===== src/rtl/csr_access_ctrl_pkg.sv =====
// Shared definitions for the CSR access controller.
//   csr_op_e    : CSR instruction op encoding (read-only / RW / RS / RC)
//   csr_state_e : controller FSM states
//   CSR_RO_FIELD: value of addr[11:10] that marks the read-only CSR space
//   csr_write_needed(): whether an op actually writes the CSR
package csr_pkg;

    typedef enum logic [1:0] {
        CSR_OP_READ = 2'b00,
        CSR_OP_RW   = 2'b01,
        CSR_OP_RS   = 2'b10,
        CSR_OP_RC   = 2'b11
    } csr_op_e;

    typedef enum logic [1:0] {
        ST_IDLE,
        ST_READ,
        ST_WRITE,
        ST_RESP
    } csr_state_e;

    localparam logic [1:0] CSR_RO_FIELD = 2'b11;

    // RS/RC with a zero source (x0 or zero immediate) are pure reads.
    function automatic logic csr_write_needed(csr_op_e op, logic wzero);
        return (op == CSR_OP_RW) ||
               (((op == CSR_OP_RS) || (op == CSR_OP_RC)) && !wzero);
    endfunction

endpackage


===== src/rtl/csr_access_ctrl_if.sv =====
// Request/response and CSR register bus signals of the CSR access controller.
//   slave : controller view (requests and csr_read/csr_ack in, grants/responses/bus out)
//   master: environment view (trap unit, pipeline and CSR register blocks)
interface csr_access_ctrl_if #(
    parameter int unsigned ADDR_W = 12,
    parameter int unsigned DATA_W = 32
);
    // trap unit port
    logic              t_req_i;
    logic [1:0]        t_op_i;
    logic [ADDR_W-1:0] t_addr_i;
    logic [DATA_W-1:0] t_wdata_i;
    logic              t_gnt_o;
    logic              t_done_o;
    // pipeline port
    logic              p_req_i;
    logic [1:0]        p_op_i;
    logic [ADDR_W-1:0] p_addr_i;
    logic [DATA_W-1:0] p_wdata_i;
    logic              p_wzero_i;
    logic              p_gnt_o;
    logic              p_done_o;
    // shared response
    logic [DATA_W-1:0] rdata_o;
    logic              illegal_o;
    // CSR register bus
    logic              csr_en_o;
    logic [ADDR_W-1:0] csr_addr_o;
    logic [DATA_W-1:0] csr_set_o;
    logic [DATA_W-1:0] csr_clear_o;
    logic [DATA_W-1:0] csr_read_i;
    logic              csr_ack_i;

    modport slave (
        input  t_req_i, t_op_i, t_addr_i, t_wdata_i,
        output t_gnt_o, t_done_o,
        input  p_req_i, p_op_i, p_addr_i, p_wdata_i, p_wzero_i,
        output p_gnt_o, p_done_o,
        output rdata_o, illegal_o,
        output csr_en_o, csr_addr_o, csr_set_o, csr_clear_o,
        input  csr_read_i, csr_ack_i
    );

    modport master (
        output t_req_i, t_op_i, t_addr_i, t_wdata_i,
        input  t_gnt_o, t_done_o,
        output p_req_i, p_op_i, p_addr_i, p_wdata_i, p_wzero_i,
        input  p_gnt_o, p_done_o,
        input  rdata_o, illegal_o,
        input  csr_en_o, csr_addr_o, csr_set_o, csr_clear_o,
        output csr_read_i, csr_ack_i
    );

endinterface


===== src/rtl/csr_access_ctrl_mask_gen.sv =====
// csr_mask_gen: converts a CSR op and write operand into set/clear masks.
//   op_i    : CSR op
//   wdata_i : write operand
//   set_o   : bits to set
//   clear_o : bits to clear
module csr_mask_gen
    import csr_pkg::*;
#(
    parameter int unsigned DATA_W = 32
) (
    input  csr_op_e           op_i,
    input  logic [DATA_W-1:0] wdata_i,
    output logic [DATA_W-1:0] set_o,
    output logic [DATA_W-1:0] clear_o
);

    always_comb begin
        set_o   = '0;
        clear_o = '0;
        unique case (op_i)
            CSR_OP_RW: begin
                set_o   = wdata_i;
                clear_o = ~wdata_i;
            end
            CSR_OP_RS: set_o   = wdata_i;
            CSR_OP_RC: clear_o = wdata_i;
            default:   ;
        endcase
    end

endmodule


===== src/rtl/csr_access_ctrl.sv =====
// csr_access_ctrl: arbitrates trap unit (T, high priority) and pipeline (P)
// CSR requests and sequences each onto the shared CSR bus as a read phase
// plus an optional write phase, flagging unmapped or read-only-space writes.
//   clk_i : clock
//   rst_i : asynchronous reset, active-low
//   bus   : request/response ports and CSR register bus (slave modport)
module csr_access_ctrl
    import csr_pkg::*;
#(
    parameter int unsigned ADDR_W   = 12,
    parameter int unsigned DATA_W   = 32,
    parameter bit          RO_CHECK = 1'b1
) (
    input  logic                 clk_i,
    input  logic                 rst_i,
    csr_access_ctrl_if.slave     bus
);

    csr_state_e        state_q, state_d;
    csr_op_e           op_q;
    logic [ADDR_W-1:0] addr_q;
    logic [DATA_W-1:0] wdata_q;
    logic [DATA_W-1:0] rdata_q;
    logic              wzero_q;
    logic              owner_t_q;
    logic              illegal_q;

    logic              grant;
    logic              write_needed;
    logic              read_illegal;
    logic [DATA_W-1:0] mask_set, mask_clear;

    logic              t_gnt, p_gnt, t_done, p_done, illegal;
    logic              csr_en;
    logic [ADDR_W-1:0] csr_addr;
    logic [DATA_W-1:0] csr_set, csr_clear, rdata;

    assign grant        = (state_q == ST_IDLE) && (bus.t_req_i || bus.p_req_i);
    assign write_needed = csr_write_needed(op_q, wzero_q);
    assign read_illegal = !bus.csr_ack_i ||
                          (RO_CHECK && (addr_q[11:10] == CSR_RO_FIELD) && write_needed);

    csr_mask_gen #(.DATA_W(DATA_W)) u_mask_gen (
        .op_i    (op_q),
        .wdata_i (wdata_q),
        .set_o   (mask_set),
        .clear_o (mask_clear)
    );

    // state register
    always_ff @(posedge clk_i or negedge rst_i) begin
        if (!rst_i) state_q <= ST_IDLE;
        else        state_q <= state_d;
    end

    // next-state logic
    always_comb begin
        state_d = state_q;
        unique case (state_q)
            ST_IDLE:  if (grant) state_d = ST_READ;
            ST_READ:  state_d = (read_illegal || !write_needed) ? ST_RESP : ST_WRITE;
            ST_WRITE: state_d = ST_RESP;
            ST_RESP:  state_d = ST_IDLE;
            default:  state_d = ST_IDLE;
        endcase
    end

    // request latch and read-phase capture
    always_ff @(posedge clk_i or negedge rst_i) begin
        if (!rst_i) begin
            op_q      <= CSR_OP_READ;
            addr_q    <= '0;
            wdata_q   <= '0;
            wzero_q   <= 1'b0;
            owner_t_q <= 1'b0;
            rdata_q   <= '0;
            illegal_q <= 1'b0;
        end else begin
            if (grant) begin
                owner_t_q <= bus.t_req_i;
                if (bus.t_req_i) begin
                    op_q    <= csr_op_e'(bus.t_op_i);
                    addr_q  <= bus.t_addr_i;
                    wdata_q <= bus.t_wdata_i;
                    wzero_q <= 1'b0;
                end else begin
                    op_q    <= csr_op_e'(bus.p_op_i);
                    addr_q  <= bus.p_addr_i;
                    wdata_q <= bus.p_wdata_i;
                    wzero_q <= bus.p_wzero_i;
                end
            end
            if (state_q == ST_READ) begin
                rdata_q   <= bus.csr_read_i;
                illegal_q <= read_illegal;
            end
        end
    end

    // outputs
    always_comb begin
        t_gnt     = 1'b0;
        p_gnt     = 1'b0;
        t_done    = 1'b0;
        p_done    = 1'b0;
        rdata     = '0;
        illegal   = 1'b0;
        csr_en    = 1'b0;
        csr_addr  = '0;
        csr_set   = '0;
        csr_clear = '0;
        unique case (state_q)
            ST_IDLE: begin
                // grants are combinational from req; gate with reset so
                // every output is 0 while reset is held
                t_gnt = rst_i && bus.t_req_i;
                p_gnt = rst_i && bus.p_req_i && !bus.t_req_i;
            end
            ST_READ: begin
                csr_en   = 1'b1;
                csr_addr = addr_q;
            end
            ST_WRITE: begin
                csr_en    = 1'b1;
                csr_addr  = addr_q;
                csr_set   = mask_set;
                csr_clear = mask_clear;
            end
            ST_RESP: begin
                t_done  = owner_t_q;
                p_done  = !owner_t_q;
                rdata   = rdata_q;
                illegal = illegal_q;
            end
            default: ;
        endcase
    end

    assign bus.t_gnt_o     = t_gnt;
    assign bus.p_gnt_o     = p_gnt;
    assign bus.t_done_o    = t_done;
    assign bus.p_done_o    = p_done;
    assign bus.rdata_o     = rdata;
    assign bus.illegal_o   = illegal;
    assign bus.csr_en_o    = csr_en;
    assign bus.csr_addr_o  = csr_addr;
    assign bus.csr_set_o   = csr_set;
    assign bus.csr_clear_o = csr_clear;

endmodule


===== src/flat_wrapper.sv =====
// flat-port wrapper written by rule: the top's interface ports become plain ports
module csr_access_ctrl_flat import csr_pkg::*;
#(
    parameter int unsigned ADDR_W   = 12,
    parameter int unsigned DATA_W   = 32,
    parameter bit          RO_CHECK = 1'b1
)
  (clk_i, rst_i, bus_t_req_i, bus_t_op_i, bus_t_addr_i, bus_t_wdata_i, bus_t_gnt_o, bus_t_done_o, bus_p_req_i, bus_p_op_i, bus_p_addr_i, bus_p_wdata_i, bus_p_wzero_i, bus_p_gnt_o, bus_p_done_o, bus_rdata_o, bus_illegal_o, bus_csr_en_o, bus_csr_addr_o, bus_csr_set_o, bus_csr_clear_o, bus_csr_read_i, bus_csr_ack_i);
  csr_access_ctrl_if #(.ADDR_W(ADDR_W), .DATA_W(DATA_W)) bus_i ();
  input  logic clk_i;
  input  logic rst_i;
  input wire logic [$bits(bus_i.t_req_i)-1:0] bus_t_req_i;
  input wire logic [$bits(bus_i.t_op_i)-1:0] bus_t_op_i;
  input wire logic [$bits(bus_i.t_addr_i)-1:0] bus_t_addr_i;
  input wire logic [$bits(bus_i.t_wdata_i)-1:0] bus_t_wdata_i;
  output wire logic [$bits(bus_i.t_gnt_o)-1:0] bus_t_gnt_o;
  output wire logic [$bits(bus_i.t_done_o)-1:0] bus_t_done_o;
  input wire logic [$bits(bus_i.p_req_i)-1:0] bus_p_req_i;
  input wire logic [$bits(bus_i.p_op_i)-1:0] bus_p_op_i;
  input wire logic [$bits(bus_i.p_addr_i)-1:0] bus_p_addr_i;
  input wire logic [$bits(bus_i.p_wdata_i)-1:0] bus_p_wdata_i;
  input wire logic [$bits(bus_i.p_wzero_i)-1:0] bus_p_wzero_i;
  output wire logic [$bits(bus_i.p_gnt_o)-1:0] bus_p_gnt_o;
  output wire logic [$bits(bus_i.p_done_o)-1:0] bus_p_done_o;
  output wire logic [$bits(bus_i.rdata_o)-1:0] bus_rdata_o;
  output wire logic [$bits(bus_i.illegal_o)-1:0] bus_illegal_o;
  output wire logic [$bits(bus_i.csr_en_o)-1:0] bus_csr_en_o;
  output wire logic [$bits(bus_i.csr_addr_o)-1:0] bus_csr_addr_o;
  output wire logic [$bits(bus_i.csr_set_o)-1:0] bus_csr_set_o;
  output wire logic [$bits(bus_i.csr_clear_o)-1:0] bus_csr_clear_o;
  input wire logic [$bits(bus_i.csr_read_i)-1:0] bus_csr_read_i;
  input wire logic [$bits(bus_i.csr_ack_i)-1:0] bus_csr_ack_i;
  assign bus_i.t_req_i = bus_t_req_i;
  assign bus_i.t_op_i = bus_t_op_i;
  assign bus_i.t_addr_i = bus_t_addr_i;
  assign bus_i.t_wdata_i = bus_t_wdata_i;
  assign bus_t_gnt_o = bus_i.t_gnt_o;
  assign bus_t_done_o = bus_i.t_done_o;
  assign bus_i.p_req_i = bus_p_req_i;
  assign bus_i.p_op_i = bus_p_op_i;
  assign bus_i.p_addr_i = bus_p_addr_i;
  assign bus_i.p_wdata_i = bus_p_wdata_i;
  assign bus_i.p_wzero_i = bus_p_wzero_i;
  assign bus_p_gnt_o = bus_i.p_gnt_o;
  assign bus_p_done_o = bus_i.p_done_o;
  assign bus_rdata_o = bus_i.rdata_o;
  assign bus_illegal_o = bus_i.illegal_o;
  assign bus_csr_en_o = bus_i.csr_en_o;
  assign bus_csr_addr_o = bus_i.csr_addr_o;
  assign bus_csr_set_o = bus_i.csr_set_o;
  assign bus_csr_clear_o = bus_i.csr_clear_o;
  assign bus_i.csr_read_i = bus_csr_read_i;
  assign bus_i.csr_ack_i = bus_csr_ack_i;
  csr_access_ctrl #(.ADDR_W(ADDR_W), .DATA_W(DATA_W), .RO_CHECK(RO_CHECK)) u_core (.clk_i(clk_i), .rst_i(rst_i), .bus(bus_i));
endmodule

===== config.mk =====
export PLATFORM = sky130hd
export DESIGN_NAME = csr_access_ctrl_flat
export DESIGN_NICKNAME = d
export VERILOG_FILES = /design/src/rtl/csr_access_ctrl_pkg.sv /design/src/rtl/csr_access_ctrl_if.sv /design/src/rtl/csr_access_ctrl_mask_gen.sv /design/src/rtl/csr_access_ctrl.sv /design/src/flat_wrapper.sv
export SDC_FILE = /design/constraint.sdc
export NUM_CORES = 1
export LEC_CHECK = 0
export BUFFER_PORTS_ARGS = -buffer_cell sky130_fd_sc_hd__buf_2
export CORE_ASPECT_RATIO = 0.6
export CORE_UTILIZATION = 40
export DETAILED_ROUTE_END_ITERATION = 12
export GPL_ROUTABILITY_DRIVEN = 0
export PLACE_DENSITY = 0.73
export SLEW_MARGIN = 20
export SYNTH_ARGS = -nofsm -noshare
export SYNTH_HDL_FRONTEND = slang
export SYNTH_HIERARCHICAL = 1
export SYNTH_SLANG_ARGS = --single-unit
export TNS_END_PERCENT = 5

===== constraint.sdc =====
create_clock -name clk_i -period 4 [get_ports clk_i]
set_input_delay 0 -clock clk_i [delete_from_list [all_inputs] [get_ports clk_i]]
set_output_delay 0 -clock clk_i [all_outputs]
set_load 0.01 [all_outputs]

* Word-level counts from Yosys, hierarchy flattened
Cells that the tools add are included.
Word-level totals: logic and storage cells 55, register bits 83, output and inout bits 114
Cells by class: reductions and logical operators 19, mux-type cells 19, bitwise logic cells 1, eq/ne operators 8
Operators by type and width (number):
- 2-to-1 mux 32 bit | 5
- case mux 32 bit (2 select lines) | 1
- NOT 32 bit | 1
- 2-to-1 mux 12 bit | 2
- equality test 2 bit (second input constant) | 5
- 2-to-1 mux 1 bit | 8
- case mux 2 bit (4 select lines) | 1
- logical AND 1 bit | 6
- logical NOT 1 bit | 5
- logical OR 1 bit | 5
- equality test 2 x 1 -> 1 bit (second input constant) | 2
- 2-to-1 mux 2 bit | 2
- OR reduction 2 bit | 2
- logical NOT 2 bit | 1
- inequality test 2 x 1 -> 1 bit (second input constant) | 1

* Logic depth before layout (Yosys ltp)
Gate-level depths: netlist of run 1.
depth in word-level cells 9, mapped depth 8

* Hierarchy
The synthesis of run 1 kept the hierarchy.
Modules (own cells, without submodules):
- csr_access_ctrl | area each 4379.2 µm², cells each 424, instances 1
- csr_mask_gen | area each 641.9 µm², cells each 76, instances 1

* Worst setup path before layout of run 1
No wires, ideal clock.
path type reg-to-reg, start point register u_core.state_q[0], end point register u_core.state_q[1], buffers on the path 1, required time 3.875 ns, arrival time 1.361 ns, cell stages (with the launch flop) 6, path slack 2.514 ns, path through dfrtp_1 inv_1 ha_1 buf_4 nor3b_1 mux2_2
Between the ends: word-level cells in the longest chain between the ends 3, elaborated cells on any way between the ends 7
Ends and longest elaborated chain:
- start: declaration | line csr_access_ctrl.sv:19 | csr_state_e state_q, state_d;
- start signal: assignment | line csr_access_ctrl.sv:53 | else state_q <= state_d;
- parallel branches: the longest is 3 deep, another holds case mux 2 bit (4 select lines)
Parallel ways; which one is timed is not known. A chain may end at the register's enable or synchronous reset.

* Worst setup path in the final report of run 1
start point register u_core.op_q[1], end point output bus_csr_clear_o[13]
Between the ends: word-level cells in the longest chain between the ends 3, elaborated cells on any way between the ends 4
Ends and longest elaborated chain:
- start: declaration | line csr_access_ctrl.sv:20 | csr_op_e op_q;
- start signal: assignment | line csr_access_ctrl.sv:82 | op_q <= csr_op_e'(bus.t_op_i);
- start signal: assignment | line csr_access_ctrl.sv:87 | op_q <= csr_op_e'(bus.p_op_i);
- equality test 2 bit or equality test 2 x 1 -> 1 bit (tied branches) | line csr_access_ctrl_mask_gen.sv:20 | unique case (op_i)
- case mux 32 bit (2 select lines) * | line csr_access_ctrl_mask_gen.sv:20
- named net u_core.mask_clear[13] | line csr_access_ctrl.sv:31 | logic [DATA_W-1:0] mask_set, mask_clear;
- 2-to-1 mux 32 bit * | line csr_access_ctrl.sv:112 | unique case (state_q)
- end: declaration | line flat_wrapper.sv:30 | output wire logic [$bits(bus_i.csr_clear_o)-1:0] bus_csr_clear_o;
Mark *: on every way through the listed nets, which the timed path passes. The rest lies on a longest branch.

==> metrics.sh, run 1 <==
DRT_FIRST_PASS_ITERS=5
CTS_RESIZED=0
DR_TOTAL_VIAS=4647
SYNTH_AREA_SQ_MM=0.00502
CLKSLEWWORSTSETUPHOLDPATHS_NS=0.07
COUNT_OF_FILLER_CELLS_INSERTED_IN_THE_LAYOUT=991
COREAREA_SQ_MM=0.0121
CRIT_PATH_CELL_TRACE='ha_1 -> mux2_2 -> and2_1 -> buf_2'
NETLIST-CELL-TYPE-COUNT=29
WORSTHOLDSTART='bus_p_addr_i[3]'
CP-STARTPOINT='u_core/op_q[1]$_DFFE_PN0P_'
DRT_ITER0_DRC=135
FINAL_TOTAL_POWER_mW=4.93
PERIOD_NEEDED_NS=2.19
SYN_AVG_CELL_AREA_SQ_UM=10.0
REMAINING_DRC_ERRORS=0
POWER.NET_SWITCHING_mW=1.88
CTS_POST_SETUP_BUFFERS_INSERTED=0
DIE_AREA_SQ_MM=0.0130
SETUP.WORST_PATH.CLASS='register to output pin'
DIODES=0
DIE_WIDTH_UM=147
SYNTH_ENABLE_FLOP_CELLS=0
STATUS='complete, no violations'
ANTENNA_FOUND_INITIAL=0
SYNTH_FLOP_CELL='dfrtp_1'
DRV_CAP=0
SYNTH.YOSYS.WARNINGS=6
ASYNC_SET_OR_RESET_FLOP_FRACTION_IN_THE_SYNTHESIZED_NETLIST=1.00
SYNTH_COMMON_CELLS='110 x and2_1, 83 x dfrtp_1, 65 x mux2_2, 49 x nand2_1, 46 x mux2i_1'
POST_CTS_HOLD_BUFFER_COUNT=103
COMBPWRFRAC=0.508
WORST-PATH-MAX-FANOUT=32
POSTSYNTHCELLCOUNT=500
POSTSYNTHREGISTERBITS=83
GRT_PASS1_WL_UM=22100
CRIT-REG2REG-CAPTURE='u_core/op_q[0]$_DFFE_PN0P_'
TIMING.CRITICAL_PATH.SLOWEST_STAGE_CELL='ha_1'
HOLD_PATH_CLASS='input port to register'
SYNTH_SEQUENTIAL_AREA_RATIO=0.414
CLOCK_POWER_SHARE=0.179
TIMING.SETUP.TNS_NS=0
WORST_CASE_REGISTER_TO_REGISTER_SETUP_SLACK_NS=2.02
AREA_DELTA_SYNTH_FINAL_PCT=51.6
FINAL_HOLD_VIOL_COUNT=0
WORST_SETUP_PATH_END_KIND='output pin'
FINAL_INSTANCE_COUNT_WITHOUT_FILLER_CELLS=990
CRITPATHARRIVALTIME_NS=2.19
NETLIST_TOP_CELLS_AREA='dfrtp_1 41%, mux2_2 15%, and2_1 14%, mux2i_1 9.2%, nor2b_1 4.4%'
REG2REG_FROM='u_core/state_q[0]$_DFFE_PN0P_'
FLOORPLAN.INITIALDENSITY=0.414
MAX_FREQ_MHz=457
POST_ROUTE_CELLS_DRIVE_ABOVE_1_SHARE=0.401
WORSTHOLDENDPOINT='u_core/addr_q[3]$_DFFE_PN0P_'
SKEW_NS=0.00732
SYNTH_TOP_CELL_AREA_SHARE=0.414
HOLD_PATH_DEPTH=3
CORE.ROWCOUNT=31
CTS.SINK_COUNT=83
CRIT_REQUIRED_NS=4.00
PLACEDCELLCOUNT=870
TOTALWIRELENGTH_UM=14000
HTREE_LEVELS=3
POWER_FRAC_SEQ=0.313
IO_PINS=244
SWSHARE=0.381
HPWLAFTERDP_UM=9200
FIN_NETS=956
FINALSETUPVIOLCOUNT=0
STARTPOINT_TYPE='register'
CTS.PATH.MAX_BUFFERS=2
CTS_ROOT_BUFFER='clkbuf_16'
FINAL_MAX_TRAN_VIOLS=0
RELSLEWSLACK=0.296
CP_TOP_FAMILY='adder cells'
SETUP_REPAIR_AFTER_GLOBAL_ROUTING_MISSED_ITS_MARGIN='no'
SYNTHESIS.NETS=636
FF2FF_PATH_DEPTH=5
VDD_DROP_MAX_uV=298
PIN_COUNT_OF_THE_BIGGEST_NET_ENTERING_GLOBAL_ROUTING=93
TRITONCTS.NUM_BUFFERS=9
INTPOWER_mW=3.05
GRT_PASS1_VIAS=4654
VIAS_PER_CELL=4.69
DRTANTENNAVIOLNETS=0
POST-SYNTH-TOP-COUNT-CELL='and2_1'
LEAKAGE_nW=3.94
DIE_H_UM=88.8
FINAL_MIN_PERIOD_OVER_CLOCK_PERIOD=0.546
BIGGEST_CELL_DELAY_ALONG_THE_CRITICAL_PATH_NS=0.87
SYNTH.LARGEST_AREA_CELL='dfrtp_1'
TIMING_WORST_SLEW_PIN_VALUE_NS=1.06
TIMING.HOLD.WS_NS=0.000514
PORT_BUFFERS=243
CTS_TREE='built'
CLOCK_LATENCY_REPORTED_FOR_THE_LATE_SIDE_OF_THE_WORST_SKEW_PAIR_NS=0.33
FINAL_DESIGN_UTILIZATION=0.627
TOTAL_POWER_PER_UNIT_CELL_AREA_mW_PER_MM2=648
CP.BUFFERS_INVERTERS=1
GLOBAL_ROUTE_USAGE_OVER_ALL_LAYERS=0.217
DRT_WL_CELL_UM=14.1
GRT_RESIDUAL_OVERFLOW=0
==> tightest hold or removal path, stage by stage <==
cell and delay, ns:
buf_2 0.07, mux2i_1 0.07, o21ai_0 0.15
==> worst max-delay path by stage <==
stage	to	depth (start not counted)	slack [ns]
after floorplan	u_core/state_q[1]$_DFFE_PN0P_	5	2.51
after detailed placement	u_core/addr_q[3]$_DFFE_PN0P_	5	2.00
final	bus_csr_clear_o[13]	4	1.81
after CTS	bus_csr_clear_o[19]	5	1.72
after global placement	bus_csr_clear_o[31]	5	2.14
after global routing	bus_csr_clear_o[13]	4	1.67
==> metal layers <==
layer | track usage | vias to the layer above | share of wire
met2 | 0.399 | 161 | 0.50
met3 | 0.0459 | 17 | 0.048
met5 | 0 | - | 0
li1 | - | 2293 | -
met4 | 0.0701 | 0 | 0.015
met1 | 0.257 | 2176 | 0.43
==> power groups by stage <==
stage          clock [mW]  sequential (mW)  combinational (mW)
5_1_grt             0.950             1.61                2.79
2_1_floorplan           0             1.46                1.78
3_5_place_dp            0             1.55                2.42
6_report            0.881             1.55                2.51
3_3_place_gp            0             1.52                2.35
4_1_cts             0.910             1.54                2.51
==> per-stage QoR <==
step           setup WS [ns]  area, sq um
2_1_floorplan           2.51         5020
3_3_place_gp            2.14         6240
3_5_place_dp            2.00         6240
4_1_cts                 1.72         7600
5_1_grt                 1.67         7610
6_report                1.81         7610
==> final cells by class <==
cell class	instances	area (sq um)	share of cell area
clock buffer	9	225	0.0296
clock inverter	7	98.8	0.0130
inverter	4	15.0	0.00197
multi-input combinational	372	2700	0.355
sequential	83	2080	0.273
tap	165	206	0.0271
timing repair buffer	350	2280	0.300
==> sequential cells by signal, indices dropped and copies added, names as in the netlist <==
register,flops
u_core/illegal_q,1
u_core/wdata_q,32
u_core/op_q,2
u_core/owner_t_q,1
u_core/wzero_q,1
u_core/rdata_q,32
u_core/addr_q,12
u_core/state_q,2
==> kinds of logic (layout without fill, tap and decap cells) <==
family | Yosys count | after routing | share of synthesized area
muxes | 111 | 111 | 0.237
DFF | 83 | 83 | 0.414
AOI/OAI and AO/OA | 55 | 55 | 0.0596
buffers and inverters | 45 | 370 | 0.0503
adders and majority gates | 6 | 6 | 0.0150
and+or+nand+nor | 200 | 200 | 0.224
==> layout by cell type, fill, tap and decap left out, drive strengths merged <==
cell type    instances
nand2               49
o21a                 1
a31o                 1
nor2b               35
bufinv               2
clkbuf               9
dlygate4sd3        104
buf                246
dfrtp               83
o21ai               47
nor3b                2
o21bai               1
ha                   6
and3                 1
mux2                65
a22o                 1
and2               110
clkinvlp             1
nand3                1
o22ai                1
mux2i               46
o211ai               1
a31oi                1
o31ai                1
inv                  6
clkinv               2
nor2                 2
(Power assumes the default switching activity.)
==> inputs of run 2 (changes only) <==
--- a/config.mk
+++ b/config.mk
@@ -10,7 +10,7 @@
 export CORE_UTILIZATION = 40
 export DETAILED_ROUTE_END_ITERATION = 12
 export GPL_ROUTABILITY_DRIVEN = 0
-export PLACE_DENSITY = 0.73
+export PLACE_DENSITY = 0.76
 export SLEW_MARGIN = 20
 export SYNTH_ARGS = -nofsm -noshare
 export SYNTH_HDL_FRONTEND = slang
==> constraint.sdc (replaced) <==
create_clock -name clk_i -period 1.9 [get_ports clk_i]
set_input_delay 0 -clock clk_i [delete_from_list [all_inputs] [get_ports clk_i]]
set_output_delay 0 -clock clk_i [all_outputs]
set_load 0.01 [all_outputs]
==> metrics.sh, run 2 (same netlist as run 1, synthesis figures left out) <==
BIGGEST_CELL_DELAY_ALONG_THE_CRITICAL_PATH_NS=0.42  # -0.45 ns
CTS.PATH.MAX_BUFFERS=2  # unchanged
DRT_ITER0_DRC=145  # +7.4%
FINAL_INSTANCE_COUNT_WITHOUT_FILLER_CELLS=998  # +0.81%
HOLD_PATH_CLASS='input port to register'
TIMING.SETUP.TNS_NS=0  # unchanged
VDD_DROP_MAX_uV=716  # +140%
PORT_BUFFERS=243  # unchanged
REMAINING_DRC_ERRORS=0  # unchanged
AREA_DELTA_SYNTH_FINAL_PCT=54.4
GRT_PASS1_VIAS=4713  # +1.3%
WORST_SETUP_PATH_END_KIND='output pin'
POST_ROUTE_CELLS_DRIVE_ABOVE_1_SHARE=0.406  # +0.00455
FINAL_HOLD_VIOL_COUNT=1  # +1
WORST-PATH-MAX-FANOUT=32  # unchanged
CRIT_PATH_CELL_TRACE='ha_1 -> buf_4 -> mux2_2 -> and2_1 -> buf_2'
DRT_FIRST_PASS_ITERS=4  # -1
MOSTFREQUENTLAYOUTCELLS='242 x buf_2, 110 x and2_1, 106 x dlygate4sd3_1'
CTS_TREE='built'
FINAL_MAX_TRAN_VIOLS=0  # unchanged
PIN_COUNT_OF_THE_BIGGEST_NET_ENTERING_GLOBAL_ROUTING=65  # -30%
LEAKAGE_nW=4.01  # +1.7%
PERIOD_NEEDED_NS=1.77
DIE_AREA_SQ_MM=0.0130  # unchanged
GRT_RESIDUAL_OVERFLOW=0  # unchanged
SETUP.WORST_PATH.CLASS='register to output pin'
PLACE_WS_NS=0.139  # -1.86 ns
FINAL_MIN_PERIOD_OVER_CLOCK_PERIOD=0.932
DR_TOTAL_VIAS=4680  # +0.71%
FINALSETUPVIOLCOUNT=0  # unchanged
CTS_ROOT_BUFFER='clkbuf_16'
FIN_NETS=964  # +0.84%
TOTALWIRELENGTH_UM=14600  # +4.7%
CRIT_REQUIRED_NS=1.90  # -2.10 ns
TIMING.CRITICAL_PATH.SLOWEST_STAGE_CELL='dfrtp_1'
LAYOUT.CELLS.MOST_COMMON='buf_2'
CLKSLEWWORSTSETUPHOLDPATHS_NS=0.06  # about the same
GRT_PASS1_WL_UM=23000  # +4.1%
DRTANTENNAVIOLNETS=0  # unchanged
MAX_FREQ_MHz=565
PLACEDCELLCOUNT=876  # +0.69%
GLOBAL_ROUTE_USAGE_OVER_ALL_LAYERS=0.227  # +0.0104
STARTPOINT_TYPE='register'
CLOCK_LATENCY_REPORTED_FOR_THE_LATE_SIDE_OF_THE_WORST_SKEW_PAIR_NS=0.34  # about the same
HPWLAFTERDP_UM=9300  # +1.1%
SETUP_REPAIR_AFTER_GLOBAL_ROUTING_MISSED_ITS_MARGIN='no'
REG_TOP3='u_core/rdata_q x32, u_core/wdata_q x32, u_core/addr_q x12'
DIODES=0  # unchanged
TIMING_WORST_SLEW_PIN_VALUE_NS=0.486  # -0.570 ns
DIE_WIDTH_UM=147  # unchanged
DIE_H_UM=88.8  # unchanged
TOTAL_POWER_PER_UNIT_CELL_AREA_mW_PER_MM2=1380  # +110%
FF2FF_PATH_DEPTH=5  # unchanged
HTREE_LEVELS=3  # unchanged
HOLD_PATH_DEPTH=3  # unchanged
ANTENNA_FOUND_INITIAL=0  # unchanged
CRITPATHARRIVALTIME_NS=1.77  # -0.42 ns
TIMING.HOLD.WS_NS=-0.0118  # -0.0123 ns
TRITONCTS.NUM_BUFFERS=9  # unchanged
VIAS_PER_CELL=4.69  # about the same
DRT_WL_CELL_UM=14.7  # +3.8%
RELSLEWSLACK=0.676  # +0.380
IO_PINS=244  # unchanged
COUNT_OF_FILLER_CELLS_INSERTED_IN_THE_LAYOUT=961  # -3.0%
FLOORPLAN.INITIALDENSITY=0.414  # unchanged
VIOLATIONS_IN_THE_FINAL_REPORTS='hold timing'
COREAREA_SQ_MM=0.0121  # unchanged
SKEW_NS=0.00704  # -0.000272 ns
CORE.ROWCOUNT=31  # unchanged
STATUS='finished with violations'
DRV_CAP=0  # unchanged
CTS.SINK_COUNT=83  # unchanged
FINAL.SETUP.WORST_SLACK_NS=0.129  # -1.69 ns
CTS_POST_SETUP_BUFFERS_INSERTED=0  # unchanged
==> run 2: cell count changes in the layout (fill, tap and decap cells not counted), sizes merged <==
cell and change:
buf +6, dlygate4sd3 +2, inv +2, clkinv -1, clkinvlp -1
==> run 2: timing repair <==
| action | CTS | global route |
|---|---|---|
| resized for setup | 1 | 3 |
| setup endpoints to repair | 13 | 51 |
| endpoints found under the hold margin | 155 | 0 |
| hold buffers | 106 | 0 |
==> run 2: layout make-up <==
cell class,instances,area (sq um),share of cell area
timing repair buffer,358,2420,0.312
sequential,83,2080,0.268
clock inverter,7,106,0.0137
clock buffer,9,225,0.0290
multi-input combinational,372,2710,0.349
tap,165,206,0.0266
inverter,4,15.0,0.00194
==> run 2: critical path: cells and delay by family, from the launching register on <==
| family | cells | cell delay (ns) |
|---|---|---|
| simple gates | 1 | 0.14 |
| fa+ha+maj | 1 | 0.19 |
| flops | 1 | 0.42 |
| buf+inv | 2 | 0.37 |
| mux | 1 | 0.31 |
==> run 2: report_power, final <==
part	leakage (nW)	total (mW)	switching [mW]	internal (mW)
logic	2.85	5.52	2.76	2.75
registers	1.00	3.23	0.568	2.66
clock network	0.163	1.95	0.775	1.18
total	4.01	10.7	4.11	6.60
==> run 2: final timing paths <==
| path | start | endpoint | slack [ns] |
|---|---|---|---|
| max | u_core/op_q[1]$_DFFE_PN0P_ | bus_csr_clear_o[3] | 0.13 |
| min | bus_p_addr_i[10] | u_core/addr_q[10]$_DFFE_PN0P_ | -0.01 |
| max reg2reg | u_core/state_q[0]$_DFFE_PN0P_ | u_core/wdata_q[22]$_DFFE_PN0P_ | 0.22 |
| min reg2reg | u_core/addr_q[0]$_DFFE_PN0P_ | u_core/addr_q[0]$_DFFE_PN0P_ | 0.49 |
| max in group asynchronous | rst_i | u_core/illegal_q$_DFFE_PN0P_ | 1.14 |
| min in group asynchronous | rst_i | u_core/wdata_q[21]$_DFFE_PN0P_ | 0.11 |
==> run 2: layer usage <==
layer | routed length (um) | track usage
met5 | 0 | 0
met4 | 310 | 0.0814
met3 | 682 | 0.0454
met2 | 7410 | 0.424
met1 | 6240 | 0.263
==> run 2: stage by stage <==
stage | total power [mW] | cell area [sq um] | util
floorplan | 6.82 | 5020 | -
global placement | 8.28 | 6350 | 0.523
detailed placement | 8.51 | 6350 | 0.523
CTS | 10.7 | 7740 | 0.638
global route | 11.5 | 7750 | 0.639
finish | 10.7 | 7750 | 0.639
